[config.mk]
export PLATFORM = sky130hd
export DESIGN_NAME = load_read_arbiter
export DESIGN_NICKNAME = d
export VERILOG_FILES = /design/src/rtl/load_read_arbiter.sv
export SDC_FILE = /design/constraint.sdc
export NUM_CORES = 1
export LEC_CHECK = 0
export CAP_MARGIN = 20
export CORE_AREA = 2 2 728 730
export DETAILED_ROUTE_END_ITERATION = 8
export DIE_AREA = 0 0 730 732
export MAX_ROUTING_LAYER = met4
export PLACE_DENSITY = 0.3
export SYNTH_ARGS = -nofsm -noshare
export SYNTH_HDL_FRONTEND = slang
export SYNTH_SLANG_ARGS = --single-unit
[constraint.sdc]
create_clock -name kernel_clk -period 17.35 [get_ports kernel_clk]
set_clock_uncertainty 0.1 [all_clocks]
set_input_delay 3.47 -clock kernel_clk [delete_from_list [all_inputs] [get_ports kernel_clk]]
set_output_delay 3.47 -clock kernel_clk [all_outputs]
set_load 0.02 [all_outputs]
[src/rtl/load_read_arbiter.sv]
// load_read_arbiter: round-robin share of one DRAM read path between two load engines.
// Define LOAD_ARB_FIXED_PRIO_EN to make req0 always win a tie.
module load_read_arbiter #(
  parameter int C_M_AXI_ADDR_WIDTH = 64,
  parameter int C_M_AXI_DATA_WIDTH = 512,
  parameter int C_XFER_SIZE_WIDTH = 32
) (
  input  logic                          kernel_clk,
  input  logic                          kernel_rst,
  input  logic                          req0_start,
  input  logic [C_M_AXI_ADDR_WIDTH-1:0] req0_addr,
  input  logic [C_XFER_SIZE_WIDTH-1:0]  req0_size,
  output logic                          req0_done,
  output logic                          req0_tvalid,
  input  logic                          req0_tready,
  output logic                          req0_tlast,
  output logic [C_M_AXI_DATA_WIDTH-1:0] req0_tdata,
  input  logic                          req1_start,
  input  logic [C_M_AXI_ADDR_WIDTH-1:0] req1_addr,
  input  logic [C_XFER_SIZE_WIDTH-1:0]  req1_size,
  output logic                          req1_done,
  output logic                          req1_tvalid,
  input  logic                          req1_tready,
  output logic                          req1_tlast,
  output logic [C_M_AXI_DATA_WIDTH-1:0] req1_tdata,
  output logic                          read_start,
  output logic [C_M_AXI_ADDR_WIDTH-1:0] dram_xfer_start_addr,
  output logic [C_XFER_SIZE_WIDTH-1:0]  dram_xfer_size_in_bytes,
  input  logic                          read_done,
  input  logic                          data_tvalid,
  output logic                          data_tready,
  input  logic                          data_tlast,
  input  logic [C_M_AXI_DATA_WIDTH-1:0] data_tdata,
  output logic                          grant,
  output logic                          busy
);
  typedef enum logic [1:0] {IDLE, ISSUE, XFER, DONE} state_t;
  state_t state_q, state_d;
  logic pend0_q, pend0_d, pend1_q, pend1_d;
  logic [C_M_AXI_ADDR_WIDTH-1:0] addr0_q, addr0_d, addr1_q, addr1_d, xaddr_q, xaddr_d;
  logic [C_XFER_SIZE_WIDTH-1:0] size0_q, size0_d, size1_q, size1_d, xsize_q, xsize_d;
  logic grant_q, grant_d, last_q, last_d, rd_seen_q, rd_seen_d, last_seen_q, last_seen_d;
  logic acc0, acc1, sel, xfer, fin;
  assign xfer = state_q == XFER;
  assign fin = state_q == DONE;
  assign acc0 = req0_start & ~pend0_q;
  assign acc1 = req1_start & ~pend1_q;
`ifdef LOAD_ARB_FIXED_PRIO_EN
  assign sel = ~pend0_q;
`else
  assign sel = (pend0_q & pend1_q) ? ~last_q : pend1_q;
`endif
  always_comb begin
    state_d = state_q;
    grant_d = grant_q;
    last_d = last_q;
    xaddr_d = xaddr_q;
    xsize_d = xsize_q;
    rd_seen_d = rd_seen_q;
    last_seen_d = last_seen_q;
    case (state_q)
      IDLE: if (pend0_q | pend1_q) begin
        grant_d = sel;
        if ((sel ? size1_q : size0_q) == '0) state_d = DONE;
        else begin
          state_d = ISSUE;
          xaddr_d = sel ? addr1_q : addr0_q;
          xsize_d = sel ? size1_q : size0_q;
        end
      end
      ISSUE: begin
        state_d = XFER;
        rd_seen_d = 1'b0;
        last_seen_d = 1'b0;
      end
      XFER: begin
        rd_seen_d = rd_seen_q | read_done;
        last_seen_d = last_seen_q | (data_tvalid & data_tready & data_tlast);
        state_d = (rd_seen_d & last_seen_d) ? DONE : XFER;
      end
      DONE: begin
        state_d = IDLE;
        last_d = grant_q;
      end
    endcase
    // a start from the owner during DONE is dropped because pending is still set
    pend0_d = acc0 | (pend0_q & ~(fin & ~grant_q));
    pend1_d = acc1 | (pend1_q & ~(fin & grant_q));
    addr0_d = acc0 ? req0_addr : addr0_q;
    size0_d = acc0 ? req0_size : size0_q;
    addr1_d = acc1 ? req1_addr : addr1_q;
    size1_d = acc1 ? req1_size : size1_q;
  end
  always_ff @(posedge kernel_clk or posedge kernel_rst) begin
    if (kernel_rst) begin
      state_q <= IDLE;
      pend0_q <= 1'b0;
      pend1_q <= 1'b0;
      addr0_q <= '0;
      size0_q <= '0;
      addr1_q <= '0;
      size1_q <= '0;
      xaddr_q <= '0;
      xsize_q <= '0;
      grant_q <= 1'b0;
      last_q <= 1'b1;
      rd_seen_q <= 1'b0;
      last_seen_q <= 1'b0;
    end else begin
      state_q <= state_d;
      pend0_q <= pend0_d;
      pend1_q <= pend1_d;
      addr0_q <= addr0_d;
      size0_q <= size0_d;
      addr1_q <= addr1_d;
      size1_q <= size1_d;
      xaddr_q <= xaddr_d;
      xsize_q <= xsize_d;
      grant_q <= grant_d;
      last_q <= last_d;
      rd_seen_q <= rd_seen_d;
      last_seen_q <= last_seen_d;
    end
  end
  assign read_start = state_q == ISSUE;
  assign dram_xfer_start_addr = xaddr_q;
  assign dram_xfer_size_in_bytes = xsize_q;
  assign data_tready = xfer & (grant_q ? req1_tready : req0_tready);
  assign req0_tvalid = xfer & ~grant_q & data_tvalid;
  assign req1_tvalid = xfer & grant_q & data_tvalid;
  assign req0_tlast = xfer & ~grant_q & data_tlast;
  assign req1_tlast = xfer & grant_q & data_tlast;
  assign req0_tdata = data_tdata;
  assign req1_tdata = data_tdata;
  assign req0_done = fin & ~grant_q;
  assign req1_done = fin & grant_q;
  assign grant = grant_q;
  assign busy = state_q != IDLE;
endmodule

==> out/qor.txt, run 1 <==
Clock Sinks: 296
Worst Path Max Fanout: 2
top post-synthesis cells by area: buf_4 (38%), dfrtp_1 (37%), mux2_2 (19%)
initial antenna violation count: 47
DR WL/cell: 32.5 um
switching pwr: 0.00137 W
nets: 1,822
drt pass-1 iters: 4
chip width: 730 um
PostCTS Resize Cnt: 0
required time worst endpoint: 13.78 ns
htree depth: 2
sequential element share of the synthesized area: 36.9%
WP data arrival: 5.75 ns
ys async rst share: 100%
internal power: 0.00239 W
Multi-input gate area: 4760 um2
Layout area overhead: 27.6%
deepest clock path buffer count: 3
port bufs: 306
largest area contributor in the netlist: buf_4
clk_lat worst skew: 0.68 ns
all-layer global routing usage: 9.78%
Fin Setup TNS: 0 ns
I/O pins: 1,843
Critical-path top delay cell: clkdlybuf4s50_1
RSZ-0062 raised after global routing: false
Pwr Density: 147 nW/um2
setup repair bufs after CTS: 0
Mapped Area: 20,100 um2
Remaining Overflow, GRT: 0
clock buffer count from CTS: 39
CP Capture Type: output pin
Detail Route Antenna Nets: 0
Clk pwr share: 23.7%
Starting Density: 3.81%
number of global-route vias before repair: 11,400
pre-CTS WS: 7.92 ns
largest net degree at the start of global routing: 108
largest family of logic cells by synthesized area: buffers and inverters
CP Cell Sequence: clkdlybuf4s50_1 > mux2i_1 > nor2_1 > clkdlybuf4s50_1
Period minus WS final: 9.32 ns
fin util: 4.86%
die area: 534,000 um2
Synth Area in Adders: 0.250%
number of synthesized flops with an enable pin: 0
min setup slack post-route: 8.03 ns
Cell Rows: 267
HP Class: flop to flop
mux contribution to synthesized area: 21.7%
Die Y: 732 um
commonest non-fill, non-tap cell in the layout: mux2_2
CTS hold repair buffers: 0
sw frac: 36.4%
Final Routed Wirelength: 265,000 um
share of post-route cells with drive strength above 1: 38.1%
cell chosen for the clock root: clkbuf_16
most used cell, CP: clkdlybuf4s50_1
logic gate share of total power: 41.6%
Crit path largest cell delay: 1.02 ns
hpwl dp: 236,000 um
Worst-path clk slew: 0.06 ns
Placer Congestion: 0.765
1st-iter DRT viols: 533
Synth cell types: 27
first-pass GRT wire length: 295,000 um
Worst Tran Pin Value: 0.927 ns
Max Slew Vio Count: 0
Post-Syn Nets: 2,528
register area: 7410 um2
Reg power frac: 34.7%
Final Setup Violations: 0
status: finished clean
DR DRC count: 0
Max Cap Viol: 0
instance count of the mapped netlist: 1,811
maximum clock rate: 107 MHz
syn_area_per_cell: 11.1 um2
Synth Register Bits: 296
VDD IR max: 0.000141 V
Max transition margin: 38.2%
critical path class: primary input to output pin
vias per cell: 1.35
LEAKAGE: 7.09 nW
final period utilization: 53.7%
hold_ws: 0.385 ns
Synth Warn #: 0
Synth Flop Type: dfrtp_1
post-synthesis simple-gate area fraction: 1.01%
Synth Area in XOR/XNOR: 0%
Synth Area in Compound Gates: 0.480%
via count: 11,000
Final Hold Vio Count: 0
commonest non-fill, non-tap cells in the layout: mux2_2 (345), clkdlybuf4s50_1 (306), dfrtp_1 (295), mux2_1 (40), clkbuf_16 (39)
TritonCTS clock tree: done
total power: 0.00376 W
fillers: 62,000
Critical Path Source Type: primary input
CORE AREA: 527,000 um2
share of the synthesized area in the top cell type: 38.3%
-- kinds of logic (layout without fill, tap and decap cells) --
kind of cell / after synthesis / in the layout
mux: 387 / 387
compound gates: 15 / 15
simple gates: 33 / 33
other cells: 0 / 42
fa+ha+maj: 4 / 4
flops: 296 / 296
buf+inv: 1076 / 397
-- registers in the layout (all words and copies together) (netlist names), 2 cells and up --
signal / flops
addr0_q: 64
size1_q: 32
dram_xfer_start_addr: 64
state_q: 2
addr1_q: 64
dram_xfer_size_in_bytes: 32
size0_q: 32
-- synth_stat cells (2+ instances only) --
cell type and number:
o31ai_1 2, o21ai_0 4, buf_4 1024, nor2b_1 3
nand4_1 4, buf_2 15, nor4_1 17, clkbuf_1 24
mux2_2 345, nor3b_1 2, a21oi_1 4, buf_6 5
inv_1 8, ha_1 4, nor2_1 3, mux2_1 40
mux2i_1 2, dfrtp_1 295, and3_1 2
-- power groups by stage --
stage                     logic, W  registers (W)  clock network, W
after global routing       0.00170        0.00136          0.000970
after floorplan            0.00119        0.00135                 0
after detailed placement   0.00163        0.00133                 0
after global placement     0.00161        0.00132                 0
after CTS                  0.00163        0.00132          0.000960
final                      0.00156        0.00130          0.000889
-- layer usage --
metal  track usage [%]  up-vias  wire, um
li1                  -     3558         -
met1              4.91     5087     48400
met2              15.8     2127    124000
met3              13.4      268     80000
met4              4.02        0     13000
met5                 -        -         0
-- final cells by class --
type / count / share of cell area [%]
Timing Repair Buffer: 321 / 12.5
Inverter: 8 / 0.147
Sequential cell: 296 / 28.9
Clock inverter: 18 / 1.08
Tap cell: 6994 / 34.2
Antenna cell: 42 / 0.411
Multi-Input combinational cell: 439 / 18.6
Clock buffer: 50 / 4.17
-- path summary, 6_finish.rpt --
path                                     startpoint                  endpoint  slack [ns]  depth (start not counted)
hold / removal             dram_xfer_start_addr[27]  dram_xfer_start_addr[27]        0.39                          1
min in group asynchronous                kernel_rst   dram_xfer_start_addr[2]        3.28                          2
hold reg to reg            dram_xfer_start_addr[27]  dram_xfer_start_addr[27]        0.39                          1
max in group asynchronous                kernel_rst               size0_q[13]       11.08                          5
setup reg to reg                         size1_q[7]  dram_xfer_start_addr[54]       13.95                          6
setup / recovery                        req1_tready               data_tready        8.03                          4
-- critical path: cells and delay by family --
family	cells	cell delay [ns]
simple gates	1	0.29
buf+inv	2	1.69
mux	1	0.30
-- stage by stage --
step                instances  area [um2]
floorplan                1811       20100
global placement         8058       24100
detailed placement       8058       24100
CTS                      8126       25500
global route             8168       25600
finish                   8168       25600
Power figures use the tool's default switching activity.
==> run 2, diff against run 1 <==
- CORE_AREA: 2 2 728 730 -> 2 2 722 724
- DIE_AREA: 0 0 730 732 -> 0 0 724 726
- PLACE_DENSITY: 0.3 -> 0.31
- clock period: 17.35 -> 8.1 ns (I/O delays scaled with it)
==> out/qor.txt, run 2 (same netlist as run 1, synthesis figures left out) <==
status: finished clean
Max Cap Viol: 0
Die Y: 726 um
I/O pins: 1,843
Max transition margin: 34.6%
largest net degree at the start of global routing: 115
nets: 1,826
Crit path largest cell delay: 0.75 ns
DR DRC count: 0
die area: 526,000 um2
Worst Path Max Fanout: 3
cell chosen for the clock root: clkbuf_16
PostCTS Resize Cnt: 0
via count: 11,000
initial antenna violation count: 43
CTS hold repair buffers: 0
RSZ-0062 raised after global routing: false
htree depth: 2
Worst Tran Pin Value: 0.981 ns
port bufs: 306
DR WL/cell: 31.8 um
commonest non-fill, non-tap cell in the layout: mux2_2
Worst-path clk slew: 0.05 ns
vias per cell: 1.36
Layout area overhead: 27.2%
drt pass-1 iters: 4
maximum clock rate: 184 MHz
Period minus WS final: 5.43 ns
CORE AREA: 519,000 um2
Final Routed Wirelength: 258,000 um
clk_lat worst skew: 0.64 ns
placed insts: 8,010
final period utilization: 67.0%
Max Slew Vio Count: 0
number of global-route vias before repair: 11,300
Critical-path top delay cell: clkdlybuf4s50_1
commonest non-fill, non-tap cells in the layout: mux2_2 (345), clkdlybuf4s50_1 (306), dfrtp_1 (295), mux2_1 (40), clkbuf_16 (39)
Final Setup Violations: 0
1st-iter DRT viols: 633
Placer Congestion: 0.755
Final Hold Vio Count: 0
Detail Route Antenna Nets: 0
LEAKAGE: 7.09 nW
deepest clock path buffer count: 3
share of post-route cells with drive strength above 1: 38.0%
clock buffer count from CTS: 39
HP Class: flop to flop
Remaining Overflow, GRT: 0
CP Cell Sequence: clkdlybuf4s50_1 > and3_1 > clkdlybuf4s50_1
fillers: 61,200
TritonCTS clock tree: done
chip width: 724 um
required time worst endpoint: 6.38 ns
Pwr Density: 314 nW/um2
Fin Setup TNS: 0 ns
CP Capture Type: output pin
Starting Density: 3.87%
WP data arrival: 3.71 ns
most used cell, CP: clkdlybuf4s50_1
VDD IR max: 0.000181 V
critical path class: primary input to output pin
fin util: 4.92%
non-filler cells in the finished layout: 8,115
Critical Path Source Type: primary input
Cell Rows: 265
Clock Sinks: 296
hpwl dp: 230,000 um
all-layer global routing usage: 9.63%
first-pass GRT wire length: 287,000 um
setup repair bufs after CTS: 0
==> run 2: path summary, 6_finish.rpt <==
path / end / start / slack, ns / cells past startpoint
worst max-delay path: req1_tvalid / data_tvalid / 2.67 / 3
worst min-delay path: dram_xfer_start_addr[11] / dram_xfer_start_addr[11] / 0.39 / 1
worst max register to register: dram_xfer_start_addr[12] / pend1_q / 4.42 / 7
worst min register to register: dram_xfer_start_addr[11] / dram_xfer_start_addr[11] / 0.39 / 1
max in group asynchronous: size1_q[9] / kernel_rst / 5.08 / 4
min in group asynchronous: addr1_q[28] / kernel_rst / 1.19 / 2
==> run 2: layout make-up <==
type | count | area, um2 | share of cell area, %
multi-input cells | 439 | 4750 | 18.6
diodes | 37 | 92.6 | 0.363
repair buffers | 325 | 3220 | 12.6
clock inverters | 13 | 213 | 0.834
flip-flops and latches | 296 | 7410 | 29.0
inverters | 8 | 33.8 | 0.132
well taps | 6942 | 8690 | 34.1
clock buffers | 55 | 1110 | 4.34
==> run 2: through the flow <==
step	hold WS, ns	cell area, um2	worst slack (ns)	total power [W]
2_1_floorplan	0.360	20100	2.45	0.00545
3_5_place_dp	0.374	24100	2.53	0.00632
4_1_cts	0.388	25400	2.52	0.00831
3_3_place_gp	0.371	24100	2.44	0.00627
5_1_grt	0.411	25500	2.43	0.00857
6_report	0.385	25500	2.67	0.00801
==> run 2: layer usage <==
metal | global-route usage, % | wire [um]
met1 | 5.14 | 50200
met2 | 14.9 | 115000
met3 | 13.5 | 79400
met4 | 4.07 | 13300
met5 | - | 0
==> run 2: power by group <==
| group | leakage, nW | switching, W | internal, W |
|---|---|---|---|
| registers | 3.50 | 0.000555 | 0.00226 |
| logic | 2.95 | 0.00154 | 0.00178 |
| clock network | 0.640 | 0.000807 | 0.00106 |
==> run 2: critical path, delay by kind of cell <==
family                 cells  cell delay, ns
buffers and inverters      2            1.43
and+or+nand+nor            1            0.63
==> run 3, diff against run 2 <==
- clock period: 8.1 -> 4.9 ns (I/O delays scaled with it)
==> out/qor.txt, run 3 (same netlist as run 1, synthesis figures left out) <==
Layout area overhead: 27.9%
I/O pins: 1,843
Die Y: 726 um
area post-placement: 24,300 um2
die area: 526,000 um2
commonest non-fill, non-tap cells in the layout: mux2_2 (345), clkdlybuf4s50_1 (306), dfrtp_1 (295), mux2_1 (40), clkbuf_16 (36)
Max Cap Viol: 0
TritonCTS clock tree: done
HP Class: flop to flop
commonest non-fill, non-tap cell in the layout: mux2_2
largest net degree at the start of global routing: 97
Worst-path clk slew: 0.06 ns
HP Start: dram_xfer_start_addr[3]
fillers: 61,200
LEAKAGE: 7.16 nW
status: finished clean
CORE AREA: 519,000 um2
nets: 1,832
deepest clock path buffer count: 3
R2R depth: 6
VDD IR max: 0.000329 V
WP data arrival: 3.05 ns
Detail Route Antenna Nets: 0
htree depth: 2
Starting Density: 3.87%
Top Layer Used: met4
PostCTS Resize Cnt: 0
Critical Path Source Type: primary input
clk_lat worst skew: 0.64 ns
port bufs: 306
Max transition margin: 37.5%
Cell Rows: 265
required time worst endpoint: 3.82 ns
CTS hold repair buffers: 0
first-pass GRT wire length: 288,000 um
DR WL/cell: 31.9 um
number of global-route vias before repair: 11,400
RSZ-0062 raised after global routing: false
r2r endpoint: dram_xfer_start_addr[13]
hpwl dp: 230,000 um
CP startpoint: data_tvalid
Fin Setup TNS: 0 ns
Max Slew Vio Count: 0
1st-iter DRT viols: 568
vias per cell: 1.37
share of post-route cells with drive strength above 1: 38.9%
Clock Sinks: 296
Final Setup Violations: 0
wire length on met1: 51,100 um
post-route cell area: 25,600 um2
Met2 Wirelength: 115,000 um
min setup slack post-route: 0.769 ns
Remaining Overflow, GRT: 0
all-layer global routing usage: 9.67%
Final Routed Wirelength: 259,000 um
final period utilization: 84.3%
Final Hold Vio Count: 0
critical path class: primary input to output pin
CP endpoint: req1_tvalid
Pwr Density: 517 nW/um2
reg2reg setup slack: 1.52 ns
clock buffer count from CTS: 36
R2R Path Start: size0_q[8]
Worst Tran Pin Value: 0.937 ns
via count: 11,100
Placer Congestion: 0.752
cell chosen for the clock root: clkbuf_16
drt pass-1 iters: 5
initial antenna violation count: 43
WHS Path Cells: 1
Worst Path Max Fanout: 3
setup repair bufs after CTS: 0
DR DRC count: 0
chip width: 724 um
CP Capture Type: output pin
metal3 WL: 79,700 um
pre-CTS WS: 0.584 ns
maximum clock rate: 242 MHz
Period minus WS final: 4.13 ns
-- run 3: power by group --
part / switching, W / internal (W)
clock: 0.00131 / 0.00172
sequential: 0.000917 / 0.00373
combinational: 0.00258 / 0.00300
-- run 3: layout make-up --
type	count	area [um2]	area share, %
clock inverter	14	226	0.883
sequential	296	7410	28.9
timing repair buffer	334	3370	13.2
tap	6942	8690	33.9
inverter	8	33.8	0.132
multi-input combinational	439	4760	18.6
antenna	34	85.1	0.332
clock buffer	51	1080	4.20
-- run 3: routing by layer --
layer / GRT usage, % / vias to the layer above
li1: - / 3560
met1: 5.24 / 5096
met2: 14.8 / 2159
met3: 13.5 / 268
met4: 4.18 / 0
met5: - / -
-- run 3: critical path, stage by stage --
cell             delay [ns]
clkdlybuf4s50_1        0.68
and3_1                 0.51
buf_4                  0.22
clkdlybuf4s50_1        0.63
-- run 3: worst min path at each step --
stage | to | slack (ns)
6_report | dram_xfer_start_addr[3] | 0.38
5_1_grt | dram_xfer_start_addr[21] | 0.41
4_1_cts | dram_xfer_start_addr[3] | 0.39
3_3_place_gp | dram_xfer_start_addr[23] | 0.37
2_1_floorplan | last_q | 0.36
3_5_place_dp | dram_xfer_start_addr[28] | 0.37
-- run 3: metrics by stage --
step / hold slack (ns) / cells / power [W] / utilization (%)
after floorplan: 0.360 / 1811 / 0.00901 / -
after detailed placement: 0.374 / 8019 / 0.0105 / 4.68
final: 0.382 / 8118 / 0.0133 / 4.95
after global routing: 0.408 / 8118 / 0.0142 / 4.95
after CTS: 0.388 / 8084 / 0.0137 / 4.93
after global placement: 0.372 / 8018 / 0.0104 / 4.68
